File: src/rtl/brick_mem_arbiter.sv
// Brick health RAM arbiter: fixed priority load > hit > read, one access in flight.
// Optional live-brick tally enabled by defining BRICK_TALLY_EN.
module brick_mem_arbiter #(
    parameter int ADDR_W   = 10,
    parameter int HEALTH_W = 2
) (
    input  logic                clk,
    input  logic                resetn,
    input  logic                load_req,
    input  logic [ADDR_W-1:0]   load_addr,
    input  logic [HEALTH_W-1:0] load_health,
    output logic                load_gnt,
    input  logic                hit_req,
    input  logic [ADDR_W-1:0]   hit_addr,
    output logic                hit_gnt,
    output logic                hit_done,
    output logic [HEALTH_W-1:0] hit_health_old,
    input  logic                rd_req,
    input  logic [ADDR_W-1:0]   rd_addr,
    output logic                rd_gnt,
    output logic                rd_valid,
    output logic [HEALTH_W-1:0] rd_health,
    output logic [ADDR_W-1:0]   mem_addr,
    output logic [HEALTH_W-1:0] mem_wdata,
    output logic                mem_we,
    input  logic [HEALTH_W-1:0] mem_rdata,
    output logic [ADDR_W-1:0]   bricks_left,
    output logic                level_clear
);

    typedef enum logic [2:0] {
        S_IDLE,
        S_LOAD_WR,
        S_HIT_RD,
        S_HIT_WAIT,
        S_HIT_WR,
        S_RD,
        S_RD_WAIT
    } state_t;

    state_t              state_q, state_d;
    logic [ADDR_W-1:0]   addr_q, addr_d;
    // Holds the load health for a write, or the captured old health for a hit.
    logic [HEALTH_W-1:0] data_q, data_d;

    // NOTE: sequential state uses non-blocking assignments so every register
    // samples its pre-edge value; blocking here would create ordering races.
    always_ff @(posedge clk or negedge resetn) begin
        if (!resetn) begin
            state_q <= S_IDLE;
            addr_q  <= '0;
            data_q  <= '0;
        end else begin
            state_q <= state_d;
            addr_q  <= addr_d;
            data_q  <= data_d;
        end
    end

    always_comb begin
        // NOTE: every output of this block is given a default first, so no
        // path through the case statement can infer a latch.
        state_d        = state_q;
        addr_d         = addr_q;
        data_d         = data_q;
        load_gnt       = 1'b0;
        hit_gnt        = 1'b0;
        rd_gnt         = 1'b0;
        hit_done       = 1'b0;
        hit_health_old = '0;
        rd_valid       = 1'b0;
        rd_health      = '0;
        mem_addr       = '0;
        mem_wdata      = '0;
        mem_we         = 1'b0;

        unique case (state_q)
            S_IDLE: begin
                // Grants are combinational, so they are masked while reset is
                // held to keep every output low during reset.
                if (resetn && load_req) begin
                    load_gnt = 1'b1;
                    addr_d   = load_addr;
                    data_d   = load_health;
                    state_d  = S_LOAD_WR;
                end else if (resetn && hit_req) begin
                    hit_gnt = 1'b1;
                    addr_d  = hit_addr;
                    state_d = S_HIT_RD;
                end else if (resetn && rd_req) begin
                    rd_gnt  = 1'b1;
                    addr_d  = rd_addr;
                    state_d = S_RD;
                end
            end
            S_LOAD_WR: begin
                mem_addr  = addr_q;
                mem_wdata = data_q;
                mem_we    = 1'b1;
                state_d   = S_IDLE;
            end
            S_HIT_RD: begin
                mem_addr = addr_q;
                state_d  = S_HIT_WAIT;
            end
            S_HIT_WAIT: begin
                mem_addr = addr_q;
                data_d   = mem_rdata;
                state_d  = S_HIT_WR;
            end
            S_HIT_WR: begin
                mem_addr       = addr_q;
                hit_done       = 1'b1;
                hit_health_old = data_q;
                // A destroyed brick stays at zero rather than wrapping to max.
                if (data_q != '0) begin
                    mem_we    = 1'b1;
                    mem_wdata = data_q - HEALTH_W'(1);
                end
                state_d = S_IDLE;
            end
            S_RD: begin
                mem_addr = addr_q;
                state_d  = S_RD_WAIT;
            end
            S_RD_WAIT: begin
                mem_addr  = addr_q;
                rd_valid  = 1'b1;
                rd_health = mem_rdata;
                state_d   = S_IDLE;
            end
            default: state_d = S_IDLE;
        endcase
    end

`ifdef BRICK_TALLY_EN
    logic              tally_inc, tally_dec;
    logic [ADDR_W-1:0] bricks_q, bricks_d;
    logic              clear_q, clear_d;

    assign tally_inc = (state_q == S_LOAD_WR) && (data_q != '0);
    assign tally_dec = (state_q == S_HIT_WR) && (data_q == HEALTH_W'(1));

    always_comb begin
        bricks_d = bricks_q;
        clear_d  = 1'b0;
        if (tally_inc && (bricks_q != '1)) begin
            bricks_d = bricks_q + ADDR_W'(1);
        end else if (tally_dec && (bricks_q != '0)) begin
            bricks_d = bricks_q - ADDR_W'(1);
            clear_d  = (bricks_q == ADDR_W'(1));
        end
    end

    always_ff @(posedge clk or negedge resetn) begin
        if (!resetn) begin
            bricks_q <= '0;
            clear_q  <= 1'b0;
        end else begin
            bricks_q <= bricks_d;
            clear_q  <= clear_d;
        end
    end

    assign bricks_left = bricks_q;
    assign level_clear = clear_q;
`else
    assign bricks_left = '0;
    assign level_clear = 1'b0;
`endif

endmodule

File: config.mk
export PLATFORM = sky130hd
export DESIGN_NAME = brick_mem_arbiter
export DESIGN_NICKNAME = d
export VERILOG_FILES = /design/src/rtl/brick_mem_arbiter.sv
export SDC_FILE = /design/constraint.sdc
export NUM_CORES = 1
export LEC_CHECK = 0
export ABC_AREA = 1
export BUFFER_PORTS_ARGS = -buffer_cell sky130_fd_sc_hd__buf_2
export CAP_MARGIN = 20
export CORE_MARGIN = 4
export CORE_UTILIZATION = 44
export CTS_BUF_LIST = sky130_fd_sc_hd__clkbuf_8
export DETAILED_ROUTE_END_ITERATION = 7
export PLACE_DENSITY = 0.91
export SYNTH_ARGS = -nofsm -noshare
export SYNTH_HDL_FRONTEND = slang
export SYNTH_SLANG_ARGS = --single-unit
File: constraint.sdc
create_clock -name clk -period 1.4 [get_ports clk]
set_clock_uncertainty 0.1 [all_clocks]
set_input_delay 0.21 -clock clk [delete_from_list [all_inputs] [get_ports clk]]
set_output_delay 0.21 -clock clk [all_outputs]
set_load 0.005 [all_outputs]
==> reports/metrics.cfg <==
[global_route]
grt_overflow=0
grt_pass1_wl_um=6460
antenna_found_initial=0
grt_start_max_net_pins=13
grt_pass1_vias=1392
track_usage_pct=23.1

[critical_path]
path_class=reg2out
arrival_ps=1360
r2r_slack_ps=-150
critPathRequiredTime_ps=1090
reg2reg_depth=8
r2r_start=state_q[0]$_DFFE_PN0P_
cp_max_fo=7
cp_cell_sequence=nor2_4 -> nand2_4 -> o21ai_4 -> nor2_1 -> buf_2
cp-start-kind=flip-flop
cp-end-kind=primary output
crit_path_max_incr_delay_ps=440
reg2reg_to=addr_q[1]$_DFFE_PN0P_
cpMaxStageDelayCell=dfrtp_2

[cts]
cts-root-buf=clkbuf_8
path_clk_slew_ps=70
cts_tree=built
htreeDepth=1
insertion_delay_ps=250
clockBufferDepth=2
clock-sinks=15
cts_made_buffers=3

[yosys]
synthTopCellsByArea=dfrtp_1 32%, nand2_1 19%, nand3_1 12%
yosysTopAreaCellShare_pct=31.8
avgSynthCellArea_um2=6.22
synthMuxAreaShare_pct=0
synth_seq_cells=15
yosysSeqAreaShare_pct=31.8
synth-edff-count=0
yosys_warnings=0
synth_top_family_by_area=simple AND/OR/NAND/NOR gates
synth_xor_area_share_pct=0
synth_compound_area_share_pct=3.07
ys.flop_type=dfrtp_1
yosysTopAreaCell=dfrtp_1
syn_inst=190
synth_fa_ha_area_share_pct=0
synth_area_mm2=0.00118
synth_cell_types=22
synth_simple_gate_area_share_pct=46.4
synthArstFlopShare_pct=100

[power]
p_int_mw=1.76
power.switching_mw=1.52
p_leak_nw=1.09
ir_drop_v=0.00115
powerDensity_mw_per_mm2=1750
netSwitchingFraction_pct=46.3
power.share.sequential_pct=25.4
clkPwrFrac_pct=11.1
comb_power_share_pct=63.5

[drt]
routedWlPerCell_um=15.4
first_iter_violations=123
viasPerCell=5.45
drc=0
drtAntennaViolNets=0
routed_wl_um=4610
first_pass_iters=4
routed-via-count=1629

[die]
fp-row-count=18
coreArea_mm2=0.00252
die-height_um=59.8
die_x_um=59.8
pin_count=72
start_util_pct=46.8
die-area_mm2=0.00358

[placed_design]
dpl-instance-area_mm2=0.00152
dp.cells=283
dpl.hpwl_um=2760
gp_congestion=0.874
port_buffers=60

[min_path]
hold_class=in2reg
hp-start=load_health[0]
hold_depth=5
holdPathEnd=data_q[0]$_DFFE_PN0P_

[timing]
worst_slack_ps=-269
finalSetupViolations=35
finalCritPeriodShare_pct=119
rsz0062_at_grt=true
fmax_mhz=599
maxSlewHeadroom_pct=62.2
tns_ps=-5530
period_needed_ps=1670
drv_slew=0
holdWs_ps=155
hold_violations=0
worst_pin_slew_ps=565

[finish]
fin_cells=299
areaGrowthSynthToFinish_pct=58.5
drive_gt1_share_pct=46.5
design_area_mm2=0.00187
antenna_cells=0
finalNetCount=309
final_util_pct=74.2

[run_status]
violations=negative setup slack
status=complete, but fails checks

[flow_run]
max_cap_viol_count=0

state kept, by name, indices dropped and copies added (netlist names):
signal	flops
data_q	2
addr_q	10
state_q	3
power by group through the flow:
stage	Clock (mW)	Sequential [mW]	Combinational, mW
2_1_floorplan	0	0.740	0.834
3_3_place_gp	0	0.741	1.26
3_5_place_dp	0	0.753	1.29
4_1_cts	0.362	0.773	1.62
5_1_grt	0.377	0.856	2.25
6_report	0.364	0.833	2.08
routing by layer:
layer	part of all wire [%]	global-route usage (%)
met1	35	30.4
met2	50	40.4
met3	11	2.16
met4	4.5	5.70
met5	0	0
Yosys cell counts, types with 2 or more instances:
| master | number |
|---|---|
| buf_2 | 3 |
| dfrtp_1 | 15 |
| nand4_1 | 10 |
| nand2_1 | 61 |
| a21oi_1 | 2 |
| inv_1 | 21 |
| buf_4 | 12 |
| o21ai_0 | 2 |
| nor3_1 | 2 |
| clkbuf_1 | 2 |
| nor2_1 | 22 |
| nand3_1 | 28 |
layout make-up:
type,instances,area (um^2)
fill,174,651
multi-input combinational,144,790
clock inverter,1,5.00
clock buffer,3,41.3
tap,30,37.5
timing repair buffer,82,522
inverter,24,97.6
sequential,15,379
critical path: cells and delay by family (launching register included):
kind                   cells  cell delay (ps)
AO/OA/AOI/OAI              1              130
buffers and inverters      1              140
flip-flops                 1              440
AND/OR/NAND/NOR            3              390
per-stage QoR:
step | setup slack, ps | power (mW)
after global placement | 33.3 | 2.00
final | -269 | 3.28
after CTS | -215 | 2.75
after global routing | -325 | 3.48
after detailed placement | -27.5 | 2.05
after floorplan | 92.2 | 1.57
cell usage in the layout (no fill, tap or decap), drive strengths merged:
| master | Yosys | routed |
|---|---|---|
| clkinv | 1 | 1 |
| a21oi | 2 | 2 |
| dfrtp | 15 | 15 |
| nor3 | 2 | 2 |
| conb | 1 | 11 |
| nand2 | 63 | 63 |
| nand3 | 28 | 28 |
| o211ai | 1 | 1 |
| clkbuf | 2 | 4 |
| nor2 | 23 | 23 |
| inv | 23 | 24 |
| o21ai | 3 | 4 |
| buf | 16 | 79 |
| nand4 | 10 | 10 |
| dlygate4sd3 | 0 | 2 |
kinds of logic after synthesis:
family / count (synthesis)
compound gates: 6
buf+inv: 42
flops: 15
other cells: 1
simple gates: 126
worst max-delay path by stage:
| stage | depth (start not counted) | slack [ps] | from | to |
|---|---|---|---|---|
| floorplan | 5 | 90 | state_q[0]$_DFFE_PN0P_ | mem_wdata[1] |
| global placement | 6 | 30 | state_q[0]$_DFFE_PN0P_ | mem_wdata[1] |
| detailed placement | 4 | -30 | state_q[2]$_DFFE_PN0P_ | mem_addr[3] |
| CTS | 5 | -210 | state_q[1]$_DFFE_PN0P_ | mem_addr[3] |
| global route | 5 | -320 | state_q[0]$_DFFE_PN0P_ | mem_addr[3] |
| finish | 5 | -270 | state_q[0]$_DFFE_PN0P_ | mem_addr[3] |
timing repair:
item / in CTS / in global routing
pin swaps: 6 / 16
setup endpoints to repair: 22 / 34
hold endpoints to repair: 15 / 0
hold buffers: 2 / 0
cloned: 1 / 1
buffers inserted: 4 / 4
resized for setup: 22 / 33
Note: power is estimated with default switching activity, not from simulation.
